--- src/rtl/cpu_cycle_sequencer.sv ---
// Multi-cycle CPU control FSM: FETCH -> GETREGS -> EXEC -> [MEM] -> WB, plus HALTED.
// Define INTERRUPT_EN to add the int_req/int_ack handshake and the INT state after WB.
module cpu_cycle_sequencer #(
    parameter logic [3:0] OP_READ  = 4'b1110,
    parameter logic [3:0] OP_WRITE = 4'b1101,
    parameter logic [3:0] OP_HALT  = 4'b1111,
    parameter int         CNT_W    = 32
) (
    input  logic             clk,
    input  logic             reset,
`ifdef INTERRUPT_EN
    input  logic             int_req,
    output logic             int_ack,
`endif
    input  logic [3:0]       instrOP,
    input  logic             bus_done,
    input  logic             stall,
    output logic             fetch,
    output logic             getRegs,
    output logic             bus_req,
    output logic             bus_we,
    output logic             alu_en,
    output logic             reg_we,
    output logic             pc_we,
    output logic             halted,
    output logic [CNT_W-1:0] instr_count
);

    typedef enum logic [2:0] {
        ST_INIT,
        ST_FETCH,
        ST_GETREGS,
        ST_EXEC,
        ST_MEM,
        ST_WB,
        ST_HALTED
`ifdef INTERRUPT_EN
        , ST_INT
`endif
    } state_t;

    state_t           state_q, state_d;
    logic [CNT_W-1:0] count_q, count_d;

    always_comb begin
        state_d = state_q;
        count_d = count_q;
        case (state_q)
            ST_INIT:    state_d = ST_FETCH;
            ST_FETCH:   if (bus_done) state_d = ST_GETREGS;
            ST_GETREGS: state_d = ST_EXEC;
            ST_EXEC: begin
                if (!stall) begin
                    if (instrOP == OP_HALT)
                        state_d = ST_HALTED;
                    else if (instrOP == OP_READ || instrOP == OP_WRITE)
                        state_d = ST_MEM;
                    else
                        state_d = ST_WB;
                end
            end
            ST_MEM:     if (bus_done) state_d = ST_WB;
            ST_WB: begin
                count_d = count_q + CNT_W'(1);
`ifdef INTERRUPT_EN
                state_d = int_req ? ST_INT : ST_FETCH;
`else
                state_d = ST_FETCH;
`endif
            end
            ST_HALTED:  state_d = ST_HALTED;
`ifdef INTERRUPT_EN
            ST_INT:     state_d = ST_FETCH;
`endif
            default:    state_d = ST_INIT;
        endcase
    end

    always_ff @(posedge clk or posedge reset) begin
        if (reset) begin
            state_q <= ST_INIT;
            count_q <= '0;
        end else begin
            state_q <= state_d;
            // Written only on change so the count holds between retirements.
            if (state_q == ST_WB) count_q <= count_d;
        end
    end

    // Outputs decode the registered state, so reset clears them in the same timestep.
    assign fetch       = (state_q == ST_FETCH);
    assign getRegs     = (state_q == ST_GETREGS);
    assign bus_req     = (state_q == ST_FETCH) || (state_q == ST_MEM);
    assign bus_we      = (state_q == ST_MEM) && (instrOP == OP_WRITE);
    assign alu_en      = (state_q == ST_EXEC);
    assign reg_we      = (state_q == ST_WB) && (instrOP != OP_WRITE);
    assign pc_we       = (state_q == ST_WB);
    assign halted      = (state_q == ST_HALTED);
    assign instr_count = count_q;
`ifdef INTERRUPT_EN
    assign int_ack     = (state_q == ST_INT);
`endif

endmodule

--- config.mk ---
export PLATFORM = sky130hd
export DESIGN_NAME = cpu_cycle_sequencer
export DESIGN_NICKNAME = d
export VERILOG_FILES = /design/src/rtl/cpu_cycle_sequencer.sv
export SDC_FILE = /design/constraint.sdc
export NUM_CORES = 1
export LEC_CHECK = 0
export ABC_AREA = 1
export ABC_CLOCK_PERIOD_IN_PS = 1900
export BUFFER_PORTS_ARGS = -buffer_cell sky130_fd_sc_hd__buf_2
export CORE_AREA = 2 2 78 58
export CTS_CLUSTER_SIZE = 8
export DETAILED_ROUTE_END_ITERATION = 6
export DIE_AREA = 0 0 80 60
export GPL_TIMING_DRIVEN = 0
export PLACE_DENSITY = 0.86
export REMOVE_ABC_BUFFERS = 1
export SLEW_MARGIN = 20
export SYNTH_ARGS = -nofsm -noshare
export SYNTH_HDL_FRONTEND = slang
export SYNTH_SLANG_ARGS = --single-unit
--- constraint.sdc ---
create_clock -name clk -period 1.9 [get_ports clk]
set_clock_uncertainty 0.1 [all_clocks]
set_input_delay 0.095 -clock clk [delete_from_list [all_inputs] [get_ports clk]]
set_output_delay 0.095 -clock clk [all_outputs]
set_load 0.01 [all_outputs]
# Word-level counts from Yosys, hierarchy flattened
# Index checks and enable logic that the tools add are counted.
[op_classes]
n_eq_ne = 13
n_addsub = 1
n_mux = 6
n_reduce_logical = 7
[op_table]
columns = ["cell", "n"]
rows = [
  ["32-bit by 1-bit adder with 32-bit output (second input constant)", 1],
  ["3-bit one-hot mux with 6 select lines", 1],
  ["4-bit == test (second input constant)", 3],
  ["3-bit == test (second input constant)", 3],
  ["3-bit 2-to-1 mux", 3],
  ["3-bit by 2-bit == test with 1-bit output (second input constant)", 2],
  ["2-bit != test (second input constant)", 3],
  ["4-bit != test (second input constant)", 1],
  ["3-bit by 1-bit == test with 1-bit output (second input constant)", 1],
  ["3-bit zero test", 1],
  ["3-bit AND reduction", 1],
  ["1-bit logical AND", 2],
  ["1-bit logical OR", 2],
  ["2-bit 2-to-1 mux", 1],
  ["2-bit OR reduction", 1],
  ["1-bit 2-to-1 mux", 1],
]
[totals]
out_inout_bits = 40
inputBits = 8
reg_bits = 35
elab_cells = 29

# Logic depth before layout (Yosys ltp)
[depth]
word_depth = 6
depth_mapped = 10
depth_no_buf = 9

# Worst setup path before layout
# OpenSTA, ideal clock, no wires.
[synth_timing]
kind = "register to register"
startpoint = "register count_q[1] (netlist: instr_count[1])"
endpoint = "register count_q[28] (netlist: instr_count[28])"
t_required_ps = 1683
path_buffers = 0
setup_time_ps = 117
arrival_time_ps = 1302
stages_incl_launch_ff = 9
period_less_slack_ps = 1519
path_slack_ps = 381
cell_sequence = "dfrtp_1 ha_1 nand3_2 nor2_4 nand4_4 nor2_4 nand2_1 nand2_1 nand2_1"
[synth_between]
elab_chain_len = 1
[synth_lines]
columns = ["element", "line_no", "source"]
rows = [
  ["start: declaration", "43", "logic [CNT_W-1:0] count_q, count_d;"],
  ["start signal: assignment", "86", "if (state_q == ST_WB) count_q <= count_d;"],
  ["32-bit by 1-bit adder with 32-bit output", "64", "count_d = count_q + CNT_W'(1);"],
]
# Every way passes these cells.
# A chain may end at the register's enable or synchronous reset.

# Worst setup path in the final report
[layout_timing]
startpoint = "register state_q[2]"
endpoint = "register count_q[30] (netlist: instr_count[30])"
[layout_between]
elab_chain_len = 1
[layout_lines]
columns = ["element", "line_no", "source"]
rows = [
  ["start: declaration", "42", "state_t state_q, state_d;"],
  ["start signal: assignment", "84", "state_q <= state_d;"],
  ["3-bit == test", "48, 86", ""],
]
# Every way passes these cells.

==> flow_metrics.env <==
export IMPL_ys_seq_area_share_pct=41.4
export IMPL_synth_area_per_cell_sq_um=7.60
export IMPL_core_sq_um=4100
export IMPL_crit_type="reg -> reg"
export IMPL_min_path_type="in -> reg"
export IMPL_yosysWarnings=0
export IMPL_outcome="complete, no violations"
export IMPL_hold_slack_ns=0.120
export IMPL_final_nets=340
export IMPL_holdCritStartpoint="instrOP[0]"
export IMPL_drv_slew=0
export IMPL_dr_pass1_iters=4
export IMPL_ant_nets=0
export IMPL_dpl_cell_count=377
export IMPL_grt_overflow_total=0
export IMPL_rows=20
export IMPL_track_usage_pct=21.0
export IMPL_grt_use_met3_pct=7.25
export IMPL_clk_latency_ns=0.29
export IMPL_drt_iter0_drc=94
export IMPL_wirelength_mm=4.69
export IMPL_cp_start_kind="flop"
export IMPL_clockBufferDepth=2
export IMPL_clk_pin_slew_ns=0.07
export IMPL_final_layout_size_suffix_gt1_share_pct=23.8
export IMPL_cts_buffers=5
export IMPL_setup_tns_ns=0
export IMPL_hold_viol=0
export IMPL_ir_drop_uv=868
export IMPL_final_common_cell="nand2_1"
export IMPL_r2r_end="instr_count[30]"
export IMPL_yosysUniqueCellTypes=29
export IMPL_dp_final_hpwl_mm=3.54
export IMPL_power_density_nw_per_um2=893
export IMPL_critPathArrivalTime_ns=1.91
export IMPL_via_count=1933
export IMPL_period_share_pct=95.9
export IMPL_setup_viol=0
export IMPL_viasPerCell=4.99
export IMPL_slew_headroom_pct=52.1
export IMPL_antenna_found_initial=0
export IMPL_gp_congestion=0.865
export IMPL_min_delay_path_depth=5
export IMPL_cp_end_kind="flop"
export IMPL_critPathRequiredTime_ns=1.99
export IMPL_layout_common_cells="97 x nand2_1, 47 x buf_2, 36 x nor2_1, 35 x dfrtp_1, 26 x inv_1"
export IMPL_clockRootBuffer="clkbuf_8"
export IMPL_drc=0
export IMPL_start_util_pct=51.5
export IMPL_grt_pass1_vias=1737
export IMPL_min_period_ns=1.82
export IMPL_htree_levels=2
export IMPL_fin_ws_ns=0.0775
export IMPL_r2r_start="state_q[2]"
export IMPL_path_max_fanout=12
export IMPL_pre_cts_ws_ns=0.149
export IMPL_syn_to_final_growth_pct=20.5
export IMPL_whs_endpoint="state_q[1]"
export IMPL_cts_tree="done"
export IMPL_worstRegToRegCells=7
export IMPL_ioPinCount=48
export IMPL_grt_most_used_layer="met2"
export IMPL_syn_cell_area_sq_um=2110
export IMPL_port_buffers=47
export IMPL_die_w_um=80
export IMPL_dieArea_sq_um=4800
export IMPL_syn_inst=278
export IMPL_die_height_um=60
export IMPL_wl_per_cell_um=12.1
export IMPL_met2_usage_pct=31.4
export IMPL_stdcell_count=387
export IMPL_ys_ff_latch=35
export IMPL_rsz0062_at_grt="no"
export IMPL_grt_max_degree=36
export IMPL_cts_sinks=35
export IMPL_tightestPinTransition_ns=0.718
export IMPL_cap_violations=0
export IMPL_grt_first_pass_wirelength_mm=7.65
export IMPL_diodes=0
export IMPL_fmax_ghz=0.549
export IMPL_cellLeakagePower_nw=1.32
export IMPL_regToRegSetupSlack_ns=0.08
export IMPL_use_met1_pct=28.0
## worst max-delay path, stage by stage (launching register included)
cell      delay, ns
dfrtp_1        0.51
nand3_4        0.23
clkinv_2       0.23
nand4_4        0.17
nor2_1         0.24
nand2_1        0.10
nand2_1        0.08
nand2_1        0.05
## metal layers
layer	up-vias	wire length (um)
li1	971	-
met1	893	2210
met2	59	2090
met3	10	294
met4	0	93
met5	-	0
## report_power, final
part,internal (mW),switching (mW)
sequential,0.819,0.114
clock,0.525,0.275
combinational,0.197,0.346
## state kept, by name (all words and copies together) (netlist names)
signal,cells
instr_count,32
state_q,3
## worst max-delay path by stage
stage / startpoint / endpoint / slack (ns) / cells past startpoint
after CTS: state_q[2] / instr_count[30] / 0.09 / 7
after floorplan: instr_count[1] / instr_count[28] / 0.38 / 8
after global placement: state_q[2] / instr_count[30] / 0.19 / 7
after detailed placement: state_q[2] / instr_count[30] / 0.15 / 7
after global routing: state_q[1] / instr_count[30] / 0.007 / 8
final: state_q[2] / instr_count[30] / 0.08 / 7
## area by class of cell
class | instances | area (sq um)
inverters | 29 | 110
fillers | 376 | 1560
well taps | 55 | 68.8
repair buffers | 49 | 255
clock inverters | 2 | 60.1
multi-input cells | 211 | 1100
clock buffers | 6 | 72.6
flip-flops and latches | 35 | 876
## Yosys cell counts
cell type | count | area (sq um)
inv_1 | 27 | 101
nor3b_1 | 1 | 7.51
nand4_2 | 1 | 12.5
buf_6 | 1 | 11.3
nand3_4 | 1 | 17.5
xor2_1 | 15 | 131
ha_1 | 1 | 12.5
inv_2 | 1 | 3.75
nand3_1 | 12 | 60.1
nand4_4 | 1 | 21.3
nand2_2 | 2 | 12.5
xnor2_1 | 6 | 52.6
nor3_2 | 2 | 20.0
nor2_2 | 6 | 37.5
a21oi_2 | 1 | 8.76
nor2_4 | 5 | 56.3
nor2_1 | 36 | 135
buf_2 | 1 | 5.00
buf_4 | 1 | 7.51
o21ai_0 | 3 | 15.0
nor4_1 | 2 | 12.5
clkinv_2 | 1 | 5.00
nor3_1 | 5 | 25.0
dfrtp_1 | 35 | 876
a21oi_1 | 1 | 5.00
nand4_1 | 7 | 43.8
nand2_1 | 97 | 364
nand3_2 | 3 | 30.0
nand3b_1 | 3 | 22.5
## timing repair
item	4_1_cts	5_1_grt
hold endpoints to repair	36	0
setup buffers	0	0
hold buffers	2	0
resized for setup	0	0
## through the flow
stage | utilization (%) | area [sq um] | power (mW)
after floorplan | - | 2090 | 1.30
after global placement | 58.3 | 2390 | 1.47
after detailed placement | 58.3 | 2390 | 1.49
after CTS | 62.0 | 2550 | 2.29
after global routing | 62.0 | 2550 | 2.40
final | 62.0 | 2550 | 2.27
## cells by family (layout without fill, tap and decap cells)
family                   count (synthesis)  count (layout)  synth area share [%]
AO/OA/AOI/OAI                            5               5                  1.36
buffers and inverters                   32              86                  6.33
adder cells (fa/ha/maj)                  1               1                 0.592
flip-flops                              35              35                  41.4
XOR/XNOR                                21              21                  8.70
AND/OR/NAND/NOR                        184             184                  41.6
Note: power is estimated with default switching activity, not from simulation.
